### src/rtl/widequeue_unpacker_pkg.sv
// Shared definitions for the wide-queue unpacker: state encoding and the
// lane-count and counter-width derivations used to size the datapath.
package widequeue_unpacker_pkg;

  typedef enum logic {
    IDLE  = 1'b0,
    SHIFT = 1'b1
  } state_e;

  function automatic int lanesOf(input int wide, input int narrow);
    return (narrow > 0) ? (wide / narrow) : 0;
  endfunction

  function automatic int laneCntWidth(input int lanes);
    return (lanes <= 2) ? 1 : $clog2(lanes);
  endfunction

  // A queue word must split into a whole number of lanes, at least two of them.
  function automatic bit paramsValid(input int wide, input int narrow);
    return (narrow > 0) && (wide % narrow == 0) && (wide / narrow >= 2);
  endfunction

endpackage

### src/rtl/widequeue_unpacker.sv
// Width-down converter: pops one WIDE word from the upstream queue and
// streams it out as NARROW lanes under a valid/ack handshake, bubble-free.
module widequeue_unpacker
  import widequeue_unpacker_pkg::*;
#(
  parameter int WIDE      = 64,
  parameter int NARROW    = 8,
  parameter bit LSB_FIRST = 1'b1
) (
  input  logic              clk,
  input  logic              rst,
  input  logic [WIDE-1:0]   in_data,
  input  logic              in_ready,
  output logic              in_re,
  output logic [NARROW-1:0] out_data,
  output logic              out_valid,
  output logic              out_last,
  input  logic              out_ack
);

  localparam int LANES  = lanesOf(WIDE, NARROW);
  localparam int LANE_W = laneCntWidth(LANES);
  localparam logic [LANE_W-1:0] LAST_LANE = LANE_W'(LANES - 1);

  if (!paramsValid(WIDE, NARROW)) begin : gen_bad_params
    $error("widequeue_unpacker: WIDE must be a multiple of NARROW with at least two lanes");
  end

  state_e            state_q, state_d;
  logic [WIDE-1:0]   hold_q, hold_d;
  logic [LANE_W-1:0] lane_q, lane_d;
  logic              last_q, last_d;
  logic              wordDone;
  logic [WIDE-1:0]   holdShifted;

  assign wordDone    = (state_q == SHIFT) & out_ack & (lane_q == LAST_LANE);
  assign in_re       = ~rst & in_ready & ((state_q == IDLE) | wordDone);
  assign holdShifted = LSB_FIRST ? (hold_q >> NARROW) : (hold_q << NARROW);

  // The shift register always presents the next lane at a fixed end.
  assign out_data  = LSB_FIRST ? hold_q[NARROW-1:0] : hold_q[WIDE-1 -: NARROW];
  assign out_valid = (state_q == SHIFT);
  assign out_last  = last_q;

  always_comb begin
    state_d = state_q;
    hold_d  = hold_q;
    lane_d  = lane_q;
    last_d  = last_q;
    unique case (state_q)
      IDLE: begin
        if (in_ready) begin
          hold_d  = in_data;
          lane_d  = '0;
          last_d  = 1'b0;
          state_d = SHIFT;
        end
      end
      SHIFT: begin
        if (out_ack) begin
          if (lane_q != LAST_LANE) begin
            hold_d = holdShifted;
            lane_d = lane_q + 1'b1;
            last_d = ((lane_q + 1'b1) == LAST_LANE);
          end else if (in_ready) begin
            hold_d = in_data;
            lane_d = '0;
            last_d = 1'b0;
          end else begin
            // Clearing the holding register keeps out_data at zero while idle.
            hold_d  = '0;
            lane_d  = '0;
            last_d  = 1'b0;
            state_d = IDLE;
          end
        end
      end
      default: begin
        state_d = IDLE;
        hold_d  = '0;
        lane_d  = '0;
        last_d  = 1'b0;
      end
    endcase
  end

  always_ff @(posedge clk or posedge rst) begin
    if (rst) begin
      state_q <= IDLE;
      hold_q  <= '0;
      lane_q  <= '0;
      last_q  <= 1'b0;
    end else begin
      state_q <= state_d;
      hold_q  <= hold_d;
      lane_q  <= lane_d;
      last_q  <= last_d;
    end
  end

endmodule
### config.mk
export PLATFORM = sky130hd
export DESIGN_NAME = widequeue_unpacker
export DESIGN_NICKNAME = d
export VERILOG_FILES = /design/src/rtl/widequeue_unpacker_pkg.sv /design/src/rtl/widequeue_unpacker.sv
export SDC_FILE = /design/constraint.sdc
export NUM_CORES = 1
export LEC_CHECK = 0
export BUFFER_PORTS_ARGS = -buffer_cell sky130_fd_sc_hd__buf_2
export CORE_MARGIN = 3
export CORE_UTILIZATION = 58
export DETAILED_ROUTE_END_ITERATION = 8
export PLACE_DENSITY = 0.84
export RECOVER_POWER = 100
export SYNTH_ARGS = -nofsm -noshare
export SYNTH_HDL_FRONTEND = slang
export SYNTH_SLANG_ARGS = --single-unit
### constraint.sdc
create_clock -name clk -period 5.22 [get_ports clk]
set_input_delay 0.522 -clock clk [delete_from_list [all_inputs] [get_ports clk]]
set_output_delay 0.522 -clock clk [all_outputs]
set_load 0.005 [all_outputs]
==> results of run 1 <==
[cell usage in the layout (no fill, tap or decap), types with 2 or more instances in the layout]
cell,count
clkbuf_1,5
buf_2,76
clkbuf_8,10
a22o_1,8
nand2_1,3
dfrtp_1,69
nor2_1,112
buf_4,2
a221oi_1,55
o21ai_0,2
inv_1,3
ha_1,4
clkinv_2,2
[where the power goes]
part | switching (mW) | internal [mW] | leakage (nW)
logic | 0.230 | 0.187 | 0.742
clock network | 0.194 | 0.232 | 0.0964
registers | 0.111 | 0.715 | 0.795
[logic make-up (layout without fill, tap and decap cells)]
kind of cell | Yosys count | count (layout) | share of synthesized area, %
fa+ha+maj | 4 | 4 | 1.498
buf+inv | 37 | 100 | 6.739
flops | 69 | 69 | 51.67
compound gates | 70 | 70 | 25.61
simple gates | 120 | 120 | 13.85
mux | 2 | 2 | 0.6365
[worst reg2reg max path, stage by stage, from the launching register on]
cell      delay [ns]
dfrtp_1         0.50
mux2i_4         0.80
clkbuf_1        1.28
a221oi_1        0.18
nor2_1          0.20
[registers in the layout, indices dropped and copies added (netlist names)]
signal     cells
out_last       1
hold_q        64
out_valid      1
lane_q         3
[worst max-delay path by stage]
stage,start,depth (start not counted),endpoint
after floorplan,rst,2,in_re
after global placement,in_ready,5,hold_q[42]
after detailed placement,in_ready,5,hold_q[41]
after CTS,lane_q[0],6,in_re
after global routing,out_valid,4,hold_q[11]
final,out_valid,4,hold_q[11]
[stage by stage]
step           utilization (%)  hold slack (ns)  std cells  setup slack, ns
3_5_place_dp             66.01           0.4821        421            2.769
3_3_place_gp             66.01           0.4731        421            2.836
4_1_cts                  69.49           0.3866        437            2.645
2_1_floorplan                -           0.4673        302            2.437
5_1_grt                  64.86           0.3995        437            1.909
6_report                 64.86           0.3942        437            2.195
[routing by layer]
metal  up-vias  track usage [%]  share of wire [%]
li1       1191                -                  -
met2        86            34.49                 47
met5         -                0                  0
met1      1246            31.15                 44
met3        13            5.373                7.2
met4         0            11.46                2.0
[area by class of cell]
| cell class | count | area [sq um] |
|---|---|---|
| clock buffers | 12 | 145.1 |
| inverters | 3 | 11.26 |
| flip-flops and latches | 69 | 1727 |
| fillers | 521 | 1947 |
| multi-input cells | 196 | 1166 |
| well taps | 72 | 90.09 |
| clock inverters | 4 | 47.55 |
| repair buffers | 81 | 406.6 |
==> flow_metrics.env, run 1 <==
export IMPL_syn_inst=302
export IMPL_maxSlewViolCount=97
export IMPL_crit_reg2reg_launch="out_valid"
export IMPL_yosysMostFrequentCell="nor2_1"
export IMPL_synthTopCellsByArea="dfrtp_1 (52%), a221oi_2 (18%), nor2_1 (13%)"
export IMPL_post_cts_resized=0
export IMPL_insertion_delay_ns=0.34
export IMPL_antenna_cells=0
export IMPL_hold_viol_final=0
export IMPL_clkSlewWorstSetupHoldPaths_ns=0.07
export IMPL_ir_drop_mv=0.2676
export IMPL_dieArea_sq_um=6708
export IMPL_worstPathRequired_ns=5.49
export IMPL_grt_pass1_wl_um=11580
export IMPL_stdcell_area_sq_um=3593
export IMPL_slowest_stage="clkbuf_1"
export IMPL_r2r_cells=4
export IMPL_post_cts_buffers=0
export IMPL_ys_ff_latch=69
export IMPL_relSlewSlack_pct=-13.93
export IMPL_syn_area_per_cell_sq_um=11.07
export IMPL_area_growth_syn_to_layout_pct=7.525
export IMPL_tns_ns=0
export IMPL_drv_cap=2
export IMPL_status="finished with violations"
export IMPL_port_buffers=78
export IMPL_num_vias=2536
export IMPL_holdBufCountCts=0
export IMPL_clock_fmax_mhz=330.5
export IMPL_dieWidth_um=81.91
export IMPL_cts_root_buf="clkbuf_8"
export IMPL_timing_worst_setup_path_type="register to register"
export IMPL_violations="max-capacitance violations, max-slew violations"
export IMPL_synthesis_nets=374
export IMPL_worstMarginPinSlew_ns=1.709
export IMPL_r2r_end="hold_q[11]"
export IMPL_ff2ff_setup_slack_ns=2.19
export IMPL_gr_total_overflow=0
export IMPL_period_minus_slack_ns=3.025
export IMPL_worstPathBufferInverterCount=1
export IMPL_gp_congestion=0.7263
export IMPL_drc=0
export IMPL_post_route_period_util_pct=57.96
export IMPL_drt_initial_drc_count=198
export IMPL_io_pin_count=79
export IMPL_nNetsFinal=432
export IMPL_ant_nets=0
export IMPL_vias_per_cell=5.803
export IMPL_worstHoldStart="in_data[56]"
export IMPL_power_mw=1.671
export IMPL_finalWirelength_um=7296
export IMPL_synth_top_area_share_pct=51.67
export IMPL_netlist_cell_type_count=23
export IMPL_rsz0062_at_grt="false"
export IMPL_ys_flop_type="dfrtp_1"
export IMPL_yosysWarnings=0
export IMPL_synth_edf_count=0
export IMPL_path_cells="mux2i_4 -> clkbuf_1 -> a221oi_1 -> nor2_1"
export IMPL_hpwl_um=4716
export IMPL_cellLeakagePower_nw=1.633
export IMPL_grt_max_degree=71
export IMPL_ys_seq_area_share_pct=51.67
export IMPL_slowest_delay_ns=1.27
export IMPL_clockBufferDepth=2
export IMPL_cts_max_level=3
export IMPL_critical_path_arrival_ns=3.30
export IMPL_powerDensity_nw_per_um2=464.9
export IMPL_numCtsBuffers=9
export IMPL_hold_path_class="primary input to register"
export IMPL_post_drt_wl_per_cell_um=16.70
export IMPL_hold_depth=2
export IMPL_cts_sinks=69
export IMPL_initial_utilization_pct=60.32
export IMPL_grt_use_total_pct=22.95
export IMPL_crit_path_max_fanout=39
export IMPL_synth_largest_area_cell="dfrtp_1"
export IMPL_netlist_area_sq_um=3342
export IMPL_setup_viol_count_final=0
export IMPL_place_area_sq_um=3657
export IMPL_fp_row_count=27
export IMPL_antenna_found_initial=0
export IMPL_hold_end="hold_q[56]"
export IMPL_skew_ns=0.007177
export IMPL_grt_pass1_vias=2423
export IMPL_cts_tree="done"
export IMPL_fp_dieH_um=81.91
export IMPL_crit_path_end_kind="register"
export IMPL_coreArea_sq_um=5540
export IMPL_worst_setup_path_start_kind="register"
export IMPL_async_flop_share_pct=100.0
export IMPL_critPathTopFamily="buffers and inverters"
export IMPL_drive_gt1_share_pct=26.58
export IMPL_synthTopCellsByCount="nor2_1 (112), dfrtp_1 (69), a221oi_2 (40)"
export IMPL_firstDrtPassIters=4
Power figures use the tool's default switching activity.
==> run 2, diff against run 1 <==
--- a/config.mk
+++ b/config.mk
@@ -5,11 +5,12 @@
 export SDC_FILE = /design/constraint.sdc
 export NUM_CORES = 1
 export LEC_CHECK = 0
+export ABC_AREA = 1
 export BUFFER_PORTS_ARGS = -buffer_cell sky130_fd_sc_hd__buf_2
 export CORE_MARGIN = 3
-export CORE_UTILIZATION = 58
+export CORE_UTILIZATION = 50
 export DETAILED_ROUTE_END_ITERATION = 8
-export PLACE_DENSITY = 0.84
+export PLACE_DENSITY = 0.76
 export RECOVER_POWER = 100
 export SYNTH_ARGS = -nofsm -noshare
 export SYNTH_HDL_FRONTEND = slang
==> constraint.sdc (replaced) <==
create_clock -name clk -period 2.5 [get_ports clk]
set_input_delay 0.25 -clock clk [delete_from_list [all_inputs] [get_ports clk]]
set_output_delay 0.25 -clock clk [all_outputs]
set_load 0.005 [all_outputs]
==> run 2 against run 1 <==
The flow now finishes without violations; cell count grew 64%; non-clock buffer count grew 4; design area grew 22%; flip-flop and latch count is the same; sequential share of layout area shrank 8.6 points; critical endpoint is now hold_q[51].
==> flow_metrics.env, run 2 <==
export IMPL_status="finished, final reports clean"
export IMPL_gp_congestion=0.8109
export IMPL_worstMarginPinSlew_ns=0.9912
export IMPL_instances_no_fill=717
export IMPL_insertion_delay_ns=0.35
export IMPL_synth_largest_area_cell="dfrtp_1"
export IMPL_powerDensity_nw_per_um2=874.9
export IMPL_synthTopCellsByArea="dfrtp_1 (45%), nor2_1 (16%), nand2_1 (9.0%)"
export IMPL_holdBufCountCts=1
export IMPL_vias_per_cell=4.873
export IMPL_nNetsFinal=685
export IMPL_initial_utilization_pct=52.58
export IMPL_tns_ns=0
export IMPL_clockBufferDepth=2
export IMPL_port_buffers=78
export IMPL_synth_edf_count=0
export IMPL_cellLeakagePower_nw=2.481
export IMPL_cts_sinks=69
export IMPL_grt_pass1_vias=3217
export IMPL_r2r_end="hold_q[51]"
export IMPL_rsz0062_at_grt="false"
export IMPL_largest_register="hold_q"
export IMPL_post_cts_resized=0
export IMPL_path_cells="ha_1 -> ha_1 -> nand2_1 -> buf_12 -> a21oi_1 -> nor2_1 -> nor2_1"
export IMPL_post_drt_wl_per_cell_um=11.22
export IMPL_ys_flop_type="dfrtp_1"
export IMPL_place_inst=700
export IMPL_grt_pass1_wl_um=13920
export IMPL_slowest_delay_ns=0.55
export IMPL_drt_initial_drc_count=163
export IMPL_netlist_area_sq_um=3875
export IMPL_period_minus_slack_ns=2.058
export IMPL_synthesis_nets=635
export IMPL_dp_slack_ns=0.6782
export IMPL_stdcell_area_sq_um=4385
export IMPL_firstDrtPassIters=4
export IMPL_slowest_stage="nand2_1"
export IMPL_ys_ff_latch=69
export IMPL_grt_max_degree=78
export IMPL_final_cell_mix="nor2_1 (169), nand2_1 (94), buf_2 (72)"
export IMPL_worst_setup_path_start_kind="register"
export IMPL_skew_ns=0.009880
export IMPL_power_mw=3.837
export IMPL_post_route_period_util_pct=82.32
export IMPL_dieArea_sq_um=8843
export IMPL_async_flop_share_pct=100.0
export IMPL_coreArea_sq_um=7370
export IMPL_post_cts_buffers=0
export IMPL_relSlewSlack_pct=33.85
export IMPL_ff2ff_setup_slack_ns=0.44
export IMPL_synthTopCellsByCount="nor2_1 (169), nand2_1 (93), dfrtp_1 (69)"
export IMPL_synth_top_area_share_pct=44.56
export IMPL_gr_total_overflow=0
export IMPL_hold_depth=3
export IMPL_numCtsBuffers=9
export IMPL_final_common_cell="nor2_1"
export IMPL_ys_seq_area_share_pct=44.56
export IMPL_crit_path_max_fanout=36
export IMPL_crit_path_end_kind="register"
export IMPL_critical_path_arrival_ns=2.31
export IMPL_drc=0
export IMPL_yosysMostFrequentCell="nor2_1"
export IMPL_hold_viol_final=0
export IMPL_syn_inst=563
export IMPL_drive_gt1_share_pct=15.70
export IMPL_final_util_pct=59.51
export IMPL_ir_drop_mv=0.5125
export IMPL_maxSlewViolCount=0
export IMPL_fin_ws_ns=0.4420
export IMPL_timing_hold_ws_ns=0.09494
export IMPL_antenna_cells=0
export IMPL_timing_worst_setup_path_type="register to register"
export IMPL_worstPathRequired_ns=2.75
export IMPL_syn_area_per_cell_sq_um=6.883
export IMPL_fp_row_count=31
export IMPL_clock_fmax_mhz=485.9
export IMPL_grt_use_total_pct=19.70
export IMPL_finalWirelength_um=8043
export IMPL_hpwl_um=5392
export IMPL_r2r_cells=7
export IMPL_io_pin_count=79
export IMPL_netlist_cell_type_count=15
export IMPL_cts_max_level=3
export IMPL_setup_viol_count_final=0
export IMPL_antenna_found_initial=0
export IMPL_hold_end="hold_q[60]"
export IMPL_crit_reg2reg_launch="lane_q[0]"
export IMPL_num_vias=3494
export IMPL_yosysWarnings=0
export IMPL_dieWidth_um=94.04
export IMPL_cts_tree="done"
export IMPL_cts_root_buf="clkbuf_8"
export IMPL_worstHoldStart="in_data[60]"
export IMPL_reg_largest_list="hold_q (64), lane_q (3)"
export IMPL_fp_dieH_um=94.04
export IMPL_ant_nets=0
export IMPL_area_growth_syn_to_layout_pct=13.17
export IMPL_clkSlewWorstSetupHoldPaths_ns=0.08
export IMPL_drv_cap=0
export IMPL_place_area_sq_um=4200
export IMPL_largest_reg_flops=64
export IMPL_hold_path_class="primary input to register"
-- run 2: cell types whose count changed after synthesis, sizes merged, moves of 2 or more --
cell	change
nor2	+57
a221oi	-56
a21oi	+56
a22o	-8
inv	+62
nor2b	-2
buf	+12
nand2	+92
nand3	+56
-- run 2: worst max-delay path by stage --
stage               depth (start not counted)          to  slack, ns      start
floorplan                                   1   hold_q[0]       0.51        rst
global placement                            7  hold_q[51]       0.70  lane_q[0]
detailed placement                          4  hold_q[15]       0.68  out_valid
CTS                                         7  hold_q[51]       0.66  lane_q[0]
global route                                4  hold_q[24]       0.26        rst
finish                                      7  hold_q[51]       0.44  lane_q[0]
-- run 2: cell families (layout without fill, tap and decap cells) --
family / Yosys count / after routing / share of synthesized area (%)
AND/OR/NAND/NOR: 320 / 320 / 32.93
flip-flops: 69 / 69 / 44.56
AO/OA/AOI/OAI: 59 / 59 / 7.620
adder cells (fa/ha/maj): 4 / 4 / 1.292
buffers and inverters: 111 / 166 / 13.59
-- run 2: metal layers --
metal | vias to the layer above | track usage, % | share of wire [%]
met2 | 79 | 33.89 | 49
met3 | 15 | 3.526 | 4.5
met5 | - | 0 | 0
li1 | 1809 | - | -
met4 | 0 | 9.025 | 2.4
met1 | 1591 | 23.91 | 44
-- run 2: area by class of cell --
| type | count | area, sq um |
|---|---|---|
| Timing Repair Buffer | 85 | 462.9 |
| Sequential cell | 69 | 1730 |
| Fill cell | 733 | 2984 |
| Multi-Input combinational cell | 383 | 1624 |
| Inverter | 65 | 244.0 |
| Tap cell | 99 | 123.9 |
| Clock inverter | 6 | 62.56 |
| Clock buffer | 10 | 137.6 |
-- run 2: critical path: cells and delay by family, from the launching register on --
| kind | cells | cell delay (ns) |
|---|---|---|
| and+or+nand+nor | 3 | 0.77 |
| AOI/OAI and AO/OA | 1 | 0.08 |
| adders and majority gates | 2 | 0.41 |
| DFF | 1 | 0.39 |
| buffers and inverters | 1 | 0.28 |
-- run 2: report_power, final --
| group | leakage [nW] | internal [mW] | switching [mW] |
|---|---|---|---|
| combinational | 1.59 | 0.512 | 0.665 |
| clock | 0.0943 | 0.484 | 0.434 |
| sequential | 0.795 | 1.52 | 0.226 |
